<file path="src/rtl/regfile_dump_if.sv">
// Byte-stream handshake bundle (valid/ready) carrying dumped register bytes
// from regfile_dump to the debug/host link.
interface regfile_dump_if;
  logic [7:0] out_data;
  logic       out_valid;
  logic       out_ready;

  modport master (output out_data, output out_valid, input out_ready);
  modport slave  (input out_data, input out_valid, output out_ready);
endinterface

</file>
<file path="src/rtl/regfile_dump.sv">
// Debug read-out engine: walks register indices FIRST..LAST through a read-only
// register file op and streams each byte out. Optional macro: REGDUMP_CSUM_EN.
module regfile_dump #(
  parameter logic [3:0] FIRST = 4'd0,
  parameter logic [3:0] LAST  = 4'd3
) (
  input  logic             clk,
  input  logic             rst_n,
  input  logic             start,
  output logic [6:0]       op,
  input  logic [7:0]       DO,
  regfile_dump_if.master   bus,
  output logic             busy,
  output logic             done
);

`ifdef REGDUMP_CSUM_EN
  typedef enum logic [1:0] {IDLE = 2'd0, READ = 2'd1, SEND = 2'd2, CSUM = 2'd3} state_t;
`else
  typedef enum logic [1:0] {IDLE = 2'd0, READ = 2'd1, SEND = 2'd2} state_t;
`endif

  state_t      state_r, next_state_s;
  logic [3:0]  idx_r, idx_next_s;
  logic [6:0]  op_r;
  logic [7:0]  out_data_r, data_next_s;
  logic        out_valid_r, valid_next_s;
  logic        busy_r, done_r, done_next_s;
  logic        accept_s;
`ifdef REGDUMP_CSUM_EN
  logic [7:0]  csum_r, csum_next_s;
`endif

  assign accept_s      = out_valid_r & bus.out_ready;
  assign op            = op_r;
  assign bus.out_data  = out_data_r;
  assign bus.out_valid = out_valid_r;
  assign busy          = busy_r;
  assign done          = done_r;

  // State register
  always_ff @(posedge clk or negedge rst_n) begin
    if (!rst_n) begin
      state_r <= IDLE;
    end else begin
      state_r <= next_state_s;
    end
  end

  // Next-state and next-output decode
  always_comb begin
    next_state_s = state_r;
    idx_next_s   = idx_r;
    data_next_s  = out_data_r;
    valid_next_s = out_valid_r;
    done_next_s  = 1'b0;
`ifdef REGDUMP_CSUM_EN
    csum_next_s  = csum_r;
`endif
    case (state_r)
      IDLE: begin
        if (start) begin
          next_state_s = READ;
          idx_next_s   = FIRST;
`ifdef REGDUMP_CSUM_EN
          csum_next_s  = 8'h00;
`endif
        end else begin
          next_state_s = IDLE;
        end
      end
      READ: begin
        // op has been stable for this whole cycle, so DO is settled here
        data_next_s  = DO;
        valid_next_s = 1'b1;
`ifdef REGDUMP_CSUM_EN
        csum_next_s  = csum_r ^ DO;
`endif
        next_state_s = SEND;
      end
      SEND: begin
        if (accept_s) begin
          valid_next_s = 1'b0;
          if (idx_r != LAST) begin
            idx_next_s   = idx_r + 4'd1;
            next_state_s = READ;
          end else begin
`ifdef REGDUMP_CSUM_EN
            next_state_s = CSUM;
            data_next_s  = csum_r;
            valid_next_s = 1'b1;
`else
            next_state_s = IDLE;
            idx_next_s   = FIRST;
            done_next_s  = 1'b1;
`endif
          end
        end else begin
          next_state_s = SEND;
        end
      end
`ifdef REGDUMP_CSUM_EN
      CSUM: begin
        if (accept_s) begin
          valid_next_s = 1'b0;
          next_state_s = IDLE;
          idx_next_s   = FIRST;
          done_next_s  = 1'b1;
        end else begin
          next_state_s = CSUM;
        end
      end
`endif
      default: begin
        next_state_s = IDLE;
        idx_next_s   = FIRST;
        valid_next_s = 1'b0;
      end
    endcase
  end

  // Registered datapath and outputs; op mirrors idx with write controls tied off
  always_ff @(posedge clk or negedge rst_n) begin
    if (!rst_n) begin
      idx_r       <= FIRST;
      op_r        <= {3'b000, FIRST};
      out_data_r  <= 8'h00;
      out_valid_r <= 1'b0;
      busy_r      <= 1'b0;
      done_r      <= 1'b0;
    end else begin
      idx_r       <= idx_next_s;
      op_r        <= {3'b000, idx_next_s};
      out_data_r  <= data_next_s;
      out_valid_r <= valid_next_s;
      busy_r      <= (next_state_s != IDLE);
      done_r      <= done_next_s;
    end
  end

`ifdef REGDUMP_CSUM_EN
  // Running XOR of every byte read so far
  always_ff @(posedge clk or negedge rst_n) begin
    if (!rst_n) begin
      csum_r <= 8'h00;
    end else begin
      csum_r <= csum_next_s;
    end
  end
`endif

endmodule

</file>
<file path="src/flat_wrapper.sv">
// flat-port wrapper written by rule: the top's interface ports become plain ports
module regfile_dump_flat 
#(
  parameter logic [3:0] FIRST = 4'd0,
  parameter logic [3:0] LAST  = 4'd3
)
  (clk, rst_n, start, op, DO, busy, done, bus_out_data, bus_out_valid, bus_out_ready);
  regfile_dump_if bus_i ();
  input  logic clk;
  input  logic rst_n;
  input  logic start;
  output logic [6:0] op;
  input  logic [7:0] DO;
  output logic busy;
  output logic done;
  output wire logic [$bits(bus_i.out_data)-1:0] bus_out_data;
  output wire logic [$bits(bus_i.out_valid)-1:0] bus_out_valid;
  input wire logic [$bits(bus_i.out_ready)-1:0] bus_out_ready;
  assign bus_out_data = bus_i.out_data;
  assign bus_out_valid = bus_i.out_valid;
  assign bus_i.out_ready = bus_out_ready;
  regfile_dump #(.FIRST(FIRST), .LAST(LAST)) u_core (.clk(clk), .rst_n(rst_n), .start(start), .op(op), .DO(DO), .bus(bus_i), .busy(busy), .done(done));
endmodule
</file>
<file path="config.mk">
export PLATFORM = sky130hd
export DESIGN_NAME = regfile_dump_flat
export DESIGN_NICKNAME = d
export VERILOG_FILES = /design/src/rtl/regfile_dump_if.sv /design/src/rtl/regfile_dump.sv /design/src/flat_wrapper.sv
export SDC_FILE = /design/constraint.sdc
export NUM_CORES = 1
export LEC_CHECK = 0
export CELL_PAD_IN_SITES_DETAIL_PLACEMENT = 0
export CELL_PAD_IN_SITES_GLOBAL_PLACEMENT = 1
export CORE_UTILIZATION = 35
export DETAILED_ROUTE_END_ITERATION = 12
export PLACE_DENSITY = 0.81
export SYNTH_ARGS = -nofsm -noshare
export SYNTH_HDL_FRONTEND = slang
export SYNTH_SLANG_ARGS = --single-unit
export TNS_END_PERCENT = 50
</file>
<file path="constraint.sdc">
create_clock -name clk -period 4.1 [get_ports clk]
set_input_delay 0.82 -clock clk [delete_from_list [all_inputs] [get_ports clk]]
set_output_delay 0.82 -clock clk [all_outputs]
set_load 0.01 [all_outputs]
</file>
# After elaboration in Yosys (flattened, before gate mapping)
# Cells that the tools add are included.
# classes
addsub	1
eq_ne	5
mux	13
n_bitwise	3
n_reduce_logical	4
# op_table
cell	count
$mux W4	3
$pmux W4 S3	1
$mux W1	6
$pmux W2 S3	1
$add A4 B1 Y4 const B	1
$ne A4 B2 Y1 const B	1
$pmux W1 S3	1
$reduce_and A3 Y1	1
$eq A2 B1 Y1 const B	1
$eq A2 B2 Y1 const B	1
$logic_not A2 Y1	1
$mux W2	1
$ne A2 B1 Y1 const B	1
$ne A2 B2 Y1 const B	1
$not A1 Y1	2
$reduce_and A2 Y1	1
$reduce_bool A2 Y1	1
$and A1 B1 Y1	1
# totals
regBits	17
in_bits	12
out_inout_bits	18
elab_cells	32

# Depth between registers and ports, before layout
# depth
depth_word	5
ltp_mapped	5
depth_no_buf	4

# Worst setup path after synthesis
# No wires, ideal clock.
# synth_path
path_type	input port to flip-flop
from	input port bus_out_ready
to	register u_core.op_r[3] (netlist: u_core.op[3])
arrival_ns	1.492
required_time_ns	4.031
slack_ns	2.539
cell_stages	3
path_cell_list	nand2_1 > or4_1 > nand3_1
# synth_via
elab_chain_cells	3
# synth_rtl
element	line	text
start: declaration	flat_wrapper.sv:18	input wire logic [$bits(bus_i.out_ready)-1:0] bus_out_ready;
$and A1 B1 Y1	regfile_dump.sv:34	assign accept_s = out_valid_r & bus.out_ready;
$ne A2 B1 Y1 (no source line)	-	
$reduce_and A3 Y1 (no source line)	-	
end signal: assignment	regfile_dump.sv:126	op_r <= {3'b000, FIRST};
end signal: assignment	regfile_dump.sv:133	op_r <= {3'b000, idx_next_s};
end: declaration	regfile_dump.sv:25	logic [6:0] op_r;
# No other way between the ends.
# A chain may end at the register's enable or synchronous reset.

# Worst setup path in the final report
# layout_path
from	register u_core.op_r[2] (netlist: u_core.op[2])
to	output port op[2]
# layout_rtl
element	line	text
end: declaration	flat_wrapper.sv:12	output logic [6:0] op;
# No word-level cell between the ends.

==> results.md <==
Status:
- The run finished with clean final reports.

Global routing:
- Global routing used 13.6% of the available tracks.
- The pin count of the biggest net entering global routing is 18.
- The number of antenna violations at the first check in global routing is 0.
- The total overflow left after global routing is 0.
- The wire length of the first global-routing pass is 2500 um.
- The number of global-route vias before repair is 574.

Critical path:
- For this run, the slowest stage of the critical path takes 0.56 ns.
- The kind of capture point of the worst setup path is an output pin.
- The kind of start point of the critical path is a flop.
- The family of cells with the greatest summed delay on the critical path is buffers and inverters.
- For the worst setup path, the data required time is 3.28 ns.
- The worst setup path is of the reg -> out kind.
- The master of the slowest instance on the critical path is sky130_fd_sc_hd__clkdlybuf4s50_1.
- The count of buffering cells on the critical path with inverters included is 1.
- The data arrival time at the worst-slack endpoint is 1.27 ns.
- The critical path goes through clkdlybuf4s50_1.
- The maximum fanout encountered on the critical timing path is 5.

Power:
- Of the total power, combinational logic draws 45.1%.
- The cell internal power dissipation is 460 uW.
- The standby leakage power is 0.450 nW.
- The power share of the sequential group is 42.1%.
- The analysis attributes to net switching a power of 226 uW.
- Net switching is 32.9% of the power.
- Total power for the finished layout comes to 686 uW.
- The power per unit of standard cell area is 645 nW/um2.
- Per report_power, the clock group accounts for 12.8% of the total.
- VDD sags by at most 0.309 mV.

STA:
- Setup repair after global routing left no endpoint under its margin.
- The clock period could shrink to 2.09 ns.
- The actual transition at the worst max-transition pin is 0.748 ns.
- The upper clock frequency limit is 478 MHz.
- The final setup TNS is 0 ns.
- The number of slew-limit violations in the final report is 0.
- Clock skew on the completed layout was measured at 0.0109 ns.
- The final count of negative-setup-slack endpoints is 0.
- The count of final hold-check violations came to 0.
- The headroom to the max-slew limit is 50.0%.
- The final critical path takes up 51.1% of the cycle.

CTS:
- The later-pin clock latency in the skew report is 0.29 ns.
- Gates resized during post-CTS repair numbered 0.
- The longest clock path from root to sink contains 2 buffers.
- Clock tree synthesis inserted a total of 3 buffers.
- CTS built an H-tree with a depth of 1.
- The cell sitting at the root of the clock tree is a sky130_fd_sc_hd__clkbuf_4.
- After clock tree synthesis, the clock-pin slew on the worst setup and hold paths is 0.10 ns.
- The number of hold buffers added after CTS is 0.
- The number of buffers inserted by post-CTS setup repair is 0.
- The total number of clock tree sinks is 17.
- TritonCTS built the clock tree.

Floorplan:
- After floorplanning, the core was sized to cover 2020 um2.
- From bottom edge to top edge, the die measures 49.2 um.
- The area of the die is 2420 um2.
- In this run the count of I/O pins placed on the die edge is 30.
- The effective utilization at floorplan is 38.6%.
- The placement row count is 16.
- The die is 49.2 um wide.

Placement:
- At the end of routability-driven placement, the weighted congestion stood at 0.795.
- During placement, the flow inserted port buffers numbering 26.
- The standard cell area after detailed placement is 1040 um2.
- Counting tap cells, the placed design contains a total of 113 instances.
- The half-perimeter wire length of the detailed placement result is 1080 um.

Drt:
- The routed via count is 587.
- The total detailed-routing wirelength is 1440 um.
- The count of nets left with antenna violations after detail routing is 0.
- Dividing the detail-routed via count by the number of cells gives 5.02.
- For this block, the initial DRC count from the detailed router was 2.
- Before antenna repair, the detailed router went through 3 iterations.
- The routed wire length per instance is 12.3 um.
- In the routed design, unresolved DRC markers number 0.

Logic synthesis:
- The cell count after synthesis is 63.
- The mapped netlist covers 781 um2.
- Sequential cells were found to cover 54.5% of the synthesized design area.
- The flip-flop and latch count after synthesis is 17.
- The number of warnings printed during yosys synthesis is 0.
- The netlist uses 28 different library cells.
- The per-instance average area after synthesis is 12.4 um2.

Final layout:
- The post-route netlist has 18.9% of its cells at a drive strength greater than 1.
- The layout has 195 filler cells.
- Compared with the post-synthesis result, the final layout area differs by 36.4%.
- The net count of the finished layout is 104.
- Measured on the finished design, the core utilization comes to 52.7%.
- The repair_antennas step left the layout with diodes totalling 0.
- For this run, the number of standard cells in the final layout without fillers is 117.
- The total non-filler cell area in the finished layout is 1060 um2.

Run:
- The tool flagged a number of max-cap violations equal to 0.

Min path:
- The path class of the tightest hold or removal check is reg -> reg.
[worst reg2reg max path, stage by stage, from the launching register on]
cell,delay [ns]
sky130_fd_sc_hd__dfrtp_1,0.42
sky130_fd_sc_hd__ha_1,0.21
sky130_fd_sc_hd__or3b_2,0.51
sky130_fd_sc_hd__a22o_1,0.22
[through the flow]
stage,setup WS [ns],hold slack (ns)
6_report,2.01,0.512
5_1_grt,1.94,0.529
4_1_cts,1.99,0.518
3_5_place_dp,1.96,0.495
3_3_place_gp,1.99,0.491
2_1_floorplan,2.54,0.484
[cell usage in the layout, fill, tap and decap left out, types with 3 or more instances in the layout]
cell type / instances
sky130_fd_sc_hd__dfrtp_1: 17
sky130_fd_sc_hd__clkbuf_4: 3
sky130_fd_sc_hd__nand3_1: 3
sky130_fd_sc_hd__mux2_2: 8
sky130_fd_sc_hd__nor2_1: 3
sky130_fd_sc_hd__clkdlybuf4s50_1: 26
sky130_fd_sc_hd__conb_1: 3
sky130_fd_sc_hd__o22ai_1: 3
[synth_stat cells]
| cell | number | area (um2) |
|---|---|---|
| sky130_fd_sc_hd__and2b_4 | 1 | 10.0 |
| sky130_fd_sc_hd__nand2b_4 | 1 | 13.8 |
| sky130_fd_sc_hd__o2111ai_1 | 1 | 8.76 |
| sky130_fd_sc_hd__o21bai_1 | 1 | 7.51 |
| sky130_fd_sc_hd__conb_1 | 1 | 3.75 |
| sky130_fd_sc_hd__nor3_1 | 2 | 10.0 |
| sky130_fd_sc_hd__o21a_1 | 1 | 7.51 |
| sky130_fd_sc_hd__buf_6 | 2 | 22.5 |
| sky130_fd_sc_hd__and2_1 | 1 | 6.26 |
| sky130_fd_sc_hd__ha_1 | 1 | 12.5 |
| sky130_fd_sc_hd__nor2b_1 | 1 | 6.26 |
| sky130_fd_sc_hd__buf_4 | 3 | 22.5 |
| sky130_fd_sc_hd__inv_1 | 1 | 3.75 |
| sky130_fd_sc_hd__o21ai_0 | 1 | 5.00 |
| sky130_fd_sc_hd__nand2_1 | 1 | 3.75 |
| sky130_fd_sc_hd__a22o_1 | 2 | 17.5 |
| sky130_fd_sc_hd__or4_1 | 1 | 7.51 |
| sky130_fd_sc_hd__and3_1 | 1 | 6.26 |
| sky130_fd_sc_hd__o22ai_1 | 3 | 18.8 |
| sky130_fd_sc_hd__a21oi_1 | 1 | 5.00 |
| sky130_fd_sc_hd__a32o_1 | 1 | 10.0 |
| sky130_fd_sc_hd__dfrtp_1 | 17 | 425 |
| sky130_fd_sc_hd__nand3_1 | 3 | 15.0 |
| sky130_fd_sc_hd__or3b_2 | 2 | 17.5 |
| sky130_fd_sc_hd__nor2_2 | 1 | 6.26 |
| sky130_fd_sc_hd__nand2b_1 | 1 | 6.26 |
| sky130_fd_sc_hd__mux2_2 | 8 | 90.1 |
| sky130_fd_sc_hd__nor2_1 | 3 | 11.3 |
[layout make-up]
| type | count | area, um2 | area share (%) |
|---|---|---|---|
| Multi-Input combinational cell | 42 | 314 | 29.5 |
| Clock inverter | 1 | 5.00 | 0.470 |
| Timing Repair Buffer | 26 | 260 | 24.4 |
| Clock buffer | 3 | 22.5 | 2.12 |
| Tap cell | 27 | 33.8 | 3.17 |
| Sequential cell | 17 | 425 | 40.0 |
| Inverter | 1 | 3.75 | 0.353 |
[per-layer routing]
metal | vias up | part of all wire (%) | GRT usage, % | wire (um)
met5 | - | 0 | 0 | 0
met4 | 0 | 0 | 2.94 | 0
met3 | 0 | 4.7 | 4.67 | 68
li1 | 272 | - | - | -
met2 | 14 | 50 | 21.7 | 723
met1 | 301 | 45 | 17.7 | 652
[cells by family after synthesis]
group | share of synthesized area [%]
fa+ha+maj | 1.60
buf+inv | 6.25
other cells | 0.480
simple gates | 15.4
mux | 11.5
compound gates | 10.3
flops | 54.5
[path summary, 6_finish.rpt]
| path | cells after the start | startpoint | to | slack (ns) |
|---|---|---|---|---|
| min in group asynchronous | 1 | rst_n | u_core.state_r[0] | 0.96 |
| worst min register to register | 1 | u_core.bus.out_data[0] | u_core.bus.out_data[0] | 0.51 |
| worst min-delay path | 1 | u_core.bus.out_data[0] | u_core.bus.out_data[0] | 0.51 |
| worst max register to register | 3 | u_core.op[0] | u_core.op[0] | 2.64 |
| max in group asynchronous | 1 | rst_n | u_core.op[1] | 2.66 |
| worst max-delay path | 1 | u_core.op[2] | op[2] | 2.01 |
[power groups by stage]
stage	clock network (mW)	registers [mW]	logic [mW]
detailed placement	0	0.295	0.312
CTS	0.0935	0.291	0.313
global placement	0	0.292	0.310
global route	0.0993	0.302	0.335
finish	0.0877	0.289	0.309
floorplan	0	0.304	0.167
[state kept, by name, summed over array words and instances, names as in the netlist]
name                  flops
u_core.done               1
u_core.op                 4
u_core.bus.out_valid      1
u_core.bus.out_data       8
u_core.busy               1
u_core.state_r            2
Power figures use the tool's default switching activity.
